==> config.mk <==
export PLATFORM = sky130hd
export DESIGN_NAME = bg_scroll_renderer
export DESIGN_NICKNAME = d
export VERILOG_FILES = /design/src/rtl/bg_scroll_renderer.sv
export SDC_FILE = /design/constraint.sdc
export NUM_CORES = 1
export LEC_CHECK = 0
export ABC_AREA = 0
export CELL_PAD_IN_SITES_DETAIL_PLACEMENT = 1
export CELL_PAD_IN_SITES_GLOBAL_PLACEMENT = 1
export CORE_AREA = 4 4 236 192
export CTS_CLUSTER_SIZE = 8
export DETAILED_ROUTE_END_ITERATION = 10
export DIE_AREA = 0 0 240 196
export GPL_ROUTABILITY_DRIVEN = 1
export PLACE_DENSITY_LB_ADDON = 0.05
export REMOVE_ABC_BUFFERS = 1
export SETUP_SLACK_MARGIN = 0.5
export SLEW_MARGIN = 20
export SYNTH_ARGS = -nofsm -noshare
export SYNTH_HDL_FRONTEND = slang
export SYNTH_SLANG_ARGS = --single-unit
==> constraint.sdc <==
create_clock -name vga_clk -period 8.63 [get_ports vga_clk]
set_input_delay 0.863 -clock vga_clk [delete_from_list [all_inputs] [get_ports vga_clk]]
set_output_delay 0.863 -clock vga_clk [all_outputs]
set_load 0.02 [all_outputs]
==> src/rtl/bg_scroll_renderer.sv <==
// bg_scroll_renderer: scrolled, integer-scaled background renderer.
// Maps each screen pixel (DrawX, DrawY) to a source texel via a power-of-two
// down-scale plus a per-frame wrap-around scroll. It drives the address of an
// external synchronous ROM, translates the returned index through a writable
// palette, and emits registered RGB and an opaque flag 2+ROM_LAT cycles later.
//
// Ports:
//   vga_clk, reset_n       pixel clock, synchronous active-low reset
//   DrawX, DrawY, blank    current pixel position and active-video flag
//   frame_start            one-cycle pulse that latches scroll_x/scroll_y
//   scroll_x, scroll_y     requested texel offsets (ignored if out of range)
//   rom_addr / rom_q       registered ROM address / ROM index data
//   pal_we/waddr/wdata     palette write port ({r,g,b})
//   red, green, blue       registered pixel colour
//   opaque                 pixel valid and index != TRANSPARENT_IDX
module bg_scroll_renderer #(
    parameter int unsigned SRC_W           = 320,
    parameter int unsigned SRC_H           = 240,
    parameter int unsigned SCALE_SHIFT     = 1,
    parameter int unsigned ADDR_W          = 17,
    parameter int unsigned IDX_W           = 4,
    parameter int unsigned COLOR_W         = 4,
    parameter int unsigned ROM_LAT         = 1,
    parameter int unsigned TRANSPARENT_IDX = 0
) (
    input  logic                       vga_clk,
    input  logic                       reset_n,
    input  logic [9:0]                 DrawX,
    input  logic [9:0]                 DrawY,
    input  logic                       blank,
    input  logic                       frame_start,
    input  logic [$clog2(SRC_W)-1:0]   scroll_x,
    input  logic [$clog2(SRC_H)-1:0]   scroll_y,
    output logic [ADDR_W-1:0]          rom_addr,
    input  logic [IDX_W-1:0]           rom_q,
    input  logic                       pal_we,
    input  logic [IDX_W-1:0]           pal_waddr,
    input  logic [3*COLOR_W-1:0]       pal_wdata,
    output logic [COLOR_W-1:0]         red,
    output logic [COLOR_W-1:0]         green,
    output logic [COLOR_W-1:0]         blue,
    output logic                       opaque
);

    localparam int unsigned SXW   = $clog2(SRC_W);
    localparam int unsigned SYW   = $clog2(SRC_H);
    localparam int unsigned PAL_N = 2 ** IDX_W;
    localparam int unsigned CW3   = 3 * COLOR_W;
    localparam int unsigned MAXW1 = (SXW > 10) ? SXW : 10;
    // Wide enough for (texel coordinate + scroll) without overflow.
    localparam int unsigned SUM_W = ((MAXW1 > SYW) ? MAXW1 : SYW) + 1;

    localparam logic [SUM_W-1:0] SRC_W_V = SUM_W'(SRC_W);
    localparam logic [SUM_W-1:0] SRC_H_V = SUM_W'(SRC_H);
    localparam logic [IDX_W-1:0] TRANS_V = IDX_W'(TRANSPARENT_IDX);

    // State
    logic [SXW-1:0]     scroll_x_q, scroll_x_d;
    logic [SYW-1:0]     scroll_y_q, scroll_y_d;
    logic [ADDR_W-1:0]  rom_addr_q, rom_addr_d;
    logic [ROM_LAT:0]   vld_q, vld_d;
    logic [COLOR_W-1:0] red_q, red_d, green_q, green_d, blue_q, blue_d;
    logic               opaque_q, opaque_d;
    logic [CW3-1:0]     pal_q [PAL_N];

    // Stage A combinational signals
    logic [SUM_W-1:0]   ux_c, uy_c, sx_sum_c, sy_sum_c, sx_c, sy_c;
    logic               inrange_c;
    logic [ADDR_W-1:0]  addr_c;
    logic [CW3-1:0]     pal_rd_c;

    // Scroll latch: each axis updates only at frame start and only if in range.
    always_comb begin
        scroll_x_d = scroll_x_q;
        scroll_y_d = scroll_y_q;
        if (frame_start && (SUM_W'(scroll_x) < SRC_W_V)) scroll_x_d = scroll_x;
        if (frame_start && (SUM_W'(scroll_y) < SRC_H_V)) scroll_y_d = scroll_y;
    end

    // Stage A: scale, range check, wrap with a single conditional subtract.
    always_comb begin
        ux_c      = SUM_W'(DrawX >> SCALE_SHIFT);
        uy_c      = SUM_W'(DrawY >> SCALE_SHIFT);
        inrange_c = blank && (ux_c < SRC_W_V) && (uy_c < SRC_H_V);
        sx_sum_c  = ux_c + SUM_W'(scroll_x_q);
        sy_sum_c  = uy_c + SUM_W'(scroll_y_q);
        sx_c      = (sx_sum_c >= SRC_W_V) ? (sx_sum_c - SRC_W_V) : sx_sum_c;
        sy_c      = (sy_sum_c >= SRC_H_V) ? (sy_sum_c - SRC_H_V) : sy_sum_c;
        addr_c    = ADDR_W'(32'(sy_c) * 32'(SRC_W) + 32'(sx_c));
        // Address holds outside the image so the ROM sees no needless toggling.
        rom_addr_d = inrange_c ? addr_c : rom_addr_q;
        // Valid bit travels alongside the address and through the ROM latency.
        vld_d      = {vld_q[ROM_LAT-1:0], inrange_c};
    end

    // Output stage: palette lookup of the returned index.
    always_comb begin
        pal_rd_c = pal_q[rom_q];
        red_d    = '0;
        green_d  = '0;
        blue_d   = '0;
        opaque_d = 1'b0;
        if (vld_q[ROM_LAT]) begin
            {red_d, green_d, blue_d} = pal_rd_c;
            opaque_d                 = (rom_q != TRANS_V);
        end
    end

    // All registers; palette read above sees pre-write contents on a same-cycle write.
    always_ff @(posedge vga_clk) begin
        if (!reset_n) begin
            scroll_x_q <= '0;
            scroll_y_q <= '0;
            rom_addr_q <= '0;
            vld_q      <= '0;
            red_q      <= '0;
            green_q    <= '0;
            blue_q     <= '0;
            opaque_q   <= 1'b0;
            for (int i = 0; i < PAL_N; i++) pal_q[i] <= '0;
        end else begin
            scroll_x_q <= scroll_x_d;
            scroll_y_q <= scroll_y_d;
            rom_addr_q <= rom_addr_d;
            vld_q      <= vld_d;
            red_q      <= red_d;
            green_q    <= green_d;
            blue_q     <= blue_d;
            opaque_q   <= opaque_d;
            if (pal_we) pal_q[pal_waddr] <= pal_wdata;
        end
    end

    assign rom_addr = rom_addr_q;
    assign red      = red_q;
    assign green    = green_q;
    assign blue     = blue_q;
    assign opaque   = opaque_q;

endmodule

* Word-level counts from Yosys, hierarchy flattened
Memory sizes are Yosys's and may differ from the RTL's. A register that Yosys moved wholly into a read port is not among the register bits. Index checks and enable logic that the tools add are counted.
Word-level totals: flip-flop bits (word level) 37, bits in writable memories 192, output and inout bits 30, memories kept 1
Cells by class: $add $sub $neg 5, $mul 1, $lt $le $gt $ge 6, mux-type cells 9, reductions and logical operators 8
Memory list:
- pal_q | depth 16, width 12, rd ports 1, clocked after Yosys merged registers in 1, write ports 16, RTL line 64 | logic [CW3-1:0] pal_q [PAL_N];
Operators by type and width (number):
- 2-to-1 mux 11 bit | 2
- < comparator 9 bit (second input constant) | 2
- adder 17 x 11 -> 17 bit | 1
- 2-to-1 mux 12 bit | 1
- OR reduction 12 bit | 1
- multiplier 11 x 3 -> 11 bit (second input constant) | 1
- subtractor 10 x 8 -> 11 bit (second input constant) | 1
- subtractor 10 x 9 -> 11 bit (second input constant) | 1
- adder 9 x 8 -> 10 bit | 1
- adder 9 x 9 -> 10 bit | 1
- greater-or-equal comparator 10 x 8 -> 1 bit (second input constant) | 1
- greater-or-equal comparator 10 x 9 -> 1 bit (second input constant) | 1
- < comparator 9 x 8 -> 1 bit (second input constant) | 1
- < comparator 8 bit (second input constant) | 1
- 2-to-1 mux 1 bit | 5
- logical AND 1 bit | 4
- 2-to-1 mux 4 bit | 1
- nonzero test 4 bit | 1
- AND reduction 2 bit | 1
- logical NOT 1 bit | 1

* Longest topological paths before layout
depth in word-level cells 5, depth in mapped cells 26, depth with buffers taken out 26

* Worst setup path before layout
No wires, ideal clock.
path kind input to register, start point input DrawY[1], end point register rom_addr_q[16], in the netlist rom_addr[16], library setup time 0.074 ns, arrival time 5.525 ns, data required time 8.556 ns, path slack 3.031 ns, stages 26, path buffers 0, cell sequence ha_1 -> inv_1 -> fa_1 -> nand2b_1 -> nand2b_1 -> a211oi_1 -> nor2_1 -> ha_1 -> nand2_1 -> o311ai_1 -> a211oi_4 -> a21oi_2 -> a21oi_2 -> o211ai_4 -> mux2i_2 -> inv_1 -> ha_1 -> ha_1 -> or3b_2 -> o211ai_1 -> nor3_1 -> nor4_1 -> nand2_1 -> xnor2_1 -> nand3_1 -> a31oi_1
On the way: cells in the longest elaborated chain, start to end 5, elaborated cells on any way between the ends 8
RTL lines:
- start: declaration | RTL line 29 | input logic [9:0] DrawY,
- adder 9 x 8 -> 10 bit | RTL line 86 | sy_sum_c = uy_c + SUM_W'(scroll_y_q);
- subtractor 10 x 8 -> 11 bit or greater-or-equal comparator 10 x 8 -> 1 bit (tied branches) | RTL line 88 | sy_c = (sy_sum_c >= SRC_H_V) ? (sy_sum_c - SRC_H_V) : sy_sum_c;
- 2-to-1 mux 11 bit | RTL line 88
- multiplier 11 x 3 -> 11 bit | RTL line 89 | addr_c = ADDR_W'(32'(sy_c) * 32'(SRC_W) + 32'(sx_c));
- adder 17 x 11 -> 17 bit | RTL line 89
- end signal: assignment | RTL line 124 | rom_addr_q <= rom_addr_d;
- end: declaration | RTL line 60 | logic [ADDR_W-1:0] rom_addr_q, rom_addr_d;
Several ways; a longest one is shown, not always the timed one. A chain may end at the register's enable or synchronous reset.

* Final worst setup path
Ends and elaborated chain as after synthesis.

==> impl_metrics.toml <==
[power]
power.static_leakage_nw = 5.28
power.total_mw = 3.33
sequentialPowerShare_pct = 40.3
switching_share_pct = 28.1
switchingPower_mw = 0.935
power-per-cell-area_mw_per_mm2 = 225
power.internal_mw = 2.40
power.clock.fraction_pct = 39.3
share_comb_of_total_power_pct = 20.4
vdd_ir_drop_max_mv = 0.117

[logic_synthesis]
synth-warning-count = 0
postSynth.topFlopCell = "edfxtp_1"
post_synth_instance_area_mm2 = 0.0123
synthesis.instances = 946
post_synth.cell_area_avg_um2 = 13.0
synth_top_cell_by_area = "edfxtp_1"
synth_edf_count = 192
synth_top_area_cells = "edfxtp_1 47%, mux4_2 11%, and2_1 10%, dfxtp_1 8.0%, ha_1 4.0%"
post-synth-top-count-cell = "and2_1"
async_flop_share_pct = 0
synth_seq_area_share_pct = 54.9
synth_cell_types = 67
yosys.area.top_type_share_pct = 46.9
synth-seq-cells = 241
synth_common_cells = "196 x and2_1, 192 x edfxtp_1, 60 x mux4_2, 56 x nor2_1, 49 x dfxtp_1"

[setup_path]
crit_fanout = 6
r2r_cells = 26
timing.critical_path.slowest_cell_delay_ns = 0.49
crit_path_top_delay_cell = "fa_1"
worst_reg2reg_startpoint = "scroll_y_q[0]"
cp_data_required_time_ns = 8.97
setup.worst_path.start_class = "input port"
timing_worst_setup_path_type = "input port to register"
timing.critical_path.arrival_ns = 6.74
critical_path.endpoint_type = "register"
critical-path-top-cell-by-count = "ha_1"
worstReg2RegEnd = "rom_addr[16]"
reg2reg_slack_ns = 2.73

[floorplan]
start_util_pct = 28.7
fp.dieH_um = 196
design.die.area_mm2 = 0.0470
number_of_top_level_pins = 92
design.core.area_mm2 = 0.0429
core.rowCount = 68
dieWidth_um = 240

[sta]
max_freq_mhz = 156
finalCriticalPeriod_ns = 6.40
worst-slew-pin-transition_ns = 1.07
timing.max_slew.rel_slack_pct = 28.1
setup_tns_ns = 0
setup_violations = 0
timing.hold.ws_ns = 0.446
finalMaxSlewViolations = 0
final_hold_viol_count = 0
finClkSkew_ns = 0.0132
unrepaired_setup_endpoints_after_global_routing = "no"
final.period_utilization_pct = 74.2

[detailed_routing]
totalWireLength_um = 37100
postRouteAntennaNets = 0
initialDrtViolationCount = 469
vias_per_inst = 4.75
drc = 0
drt_pre_antenna_iters = 4
drt-wirelength-per-cell_um = 23.0
vias = 7675

[final_layout]
syn2layout_area_growth_pct = 20.4
drive_gt1_share_pct = 14.2
filler_cell_count = 4571
multi_input_comb_area_mm2 = 0.00525
seqCellArea_mm2 = 0.00675
finish.net_count = 1140

[clocking]
cts.htree.levels = 2
cts_resized = 0
tritoncts.num_buffers = 36
cts.sinks = 241
post-cts-setup-buffer-count = 0
register_clock_pin_slew_on_the_reported_worst_setup_and_hold_paths_ns = 0.05
cts.hold.buffers_added = 0
clock_latency_ns = 0.53
cts_root_buffer = "clkbuf_16"
max-clock-path-buffers = 3
cts_tree = "yes"

[global_route]
overall_track_demand_over_capacity_in_global_routing_pct = 15.9
gr-total-overflow = 0
grt_pass1_wl_um = 55300
first_global_vias = 8221
grt_max_degree = 50
grt_antenna_before_repair = 8

[placed_design]
place_congestion = 0.700
buffer_ports.inserted = 89
place.detailed.hpwl_um = 24800

[worst_hold_path]
hold_depth = 1
worst_hold_startpoint = "vld_q[0]"
min_path_type = "register to register"
hold_end = "vld_q[1]"

[outcome]
status = "finished, final reports clean"

[run]
maxCapViolCount = 0
-- flip-flops by register name, summed over array words and instances (netlist names) --
| signal | cells |
|---|---|
| pal_q | 192 |
| scroll_y_q | 8 |
| opaque | 1 |
| green | 4 |
| blue | 4 |
| rom_addr | 17 |
| vld_q | 2 |
| scroll_x_q | 9 |
| red | 4 |
-- cells in the final DEF (no fill, tap or decap), drive strengths merged, types with 13 or more instances in the layout --
| cell type | count |
|---|---|
| nand2 | 34 |
| and2 | 197 |
| ha | 39 |
| edfxtp | 192 |
| dfxtp | 49 |
| a21o | 15 |
| clkbuf | 54 |
| xnor2 | 19 |
| nor2 | 58 |
| a211oi | 15 |
| clkdlybuf4s50 | 86 |
| nor2b | 15 |
| mux2i | 13 |
| a21oi | 31 |
| inv | 21 |
| mux4 | 60 |
| buf | 22 |
| o21ai | 36 |
-- routing by layer --
metal,up-vias,wire (um),GRT usage (%)
li1,3643,-,-
met1,3871,18200,23.7
met2,120,16300,24.3
met3,41,2030,2.91
met4,0,554,3.14
met5,-,0,0
-- worst max-delay path by stage --
| stage | cells after the start | start | slack [ns] | end |
|---|---|---|---|---|
| detailed placement | 27 | DrawY[1] | 1.66 | rom_addr[16] |
| finish | 27 | DrawY[1] | 2.23 | rom_addr[16] |
| global route | 27 | DrawY[1] | 1.65 | rom_addr[16] |
| floorplan | 26 | DrawY[1] | 3.01 | rom_addr[16] |
| global placement | 27 | DrawY[1] | 1.67 | rom_addr[16] |
| CTS | 27 | DrawY[1] | 2.17 | rom_addr[16] |
-- through the flow --
stage                     cell area [um2]  util, %  worst slack [ns]  instances
after floorplan                     12100        -              3.01        889
after global placement              13800     32.2              1.67       1557
after detailed placement            13800     32.2              1.66       1557
after CTS                           14800     34.5              2.17       1614
after global routing                14800     34.5              1.65       1614
final                               14800     34.5              2.23       1615
-- cell families after synthesis --
kind of cell	synth area share [%]
AOI/OAI and AO/OA	7.43
xor gates and xnor gates	2.05
adders and majority gates	4.62
buffers and inverters	2.46
DFF	54.9
muxes	12.2
and+or+nand+nor	16.4
-- area by class of cell --
class / instances / area share [%]
tap: 560 / 4.73
clock buffer: 54 / 6.69
inverter: 19 / 0.482
multi-input combinational: 629 / 35.4
antenna: 1 / 0.0169
clock inverter: 3 / 0.169
timing repair buffer: 108 / 6.90
sequential: 241 / 45.6
-- power groups by stage --
stage	clock network (mW)	registers, mW	logic, mW
after floorplan	0	1.37	0.438
after global placement	0	1.36	0.692
after detailed placement	0	1.36	0.695
after CTS	1.36	1.34	0.700
after global routing	1.41	1.35	0.765
final	1.31	1.34	0.680
-- worst max-delay path, delay by kind of cell --
family | cells | cell delay (ns)
fa+ha+maj | 6 | 2.09
compound gates | 11 | 1.74
simple gates | 6 | 1.01
buf+inv | 2 | 0.54
xor+xnor | 2 | 0.48
No activity file was read; power rests on OpenSTA's default activity.
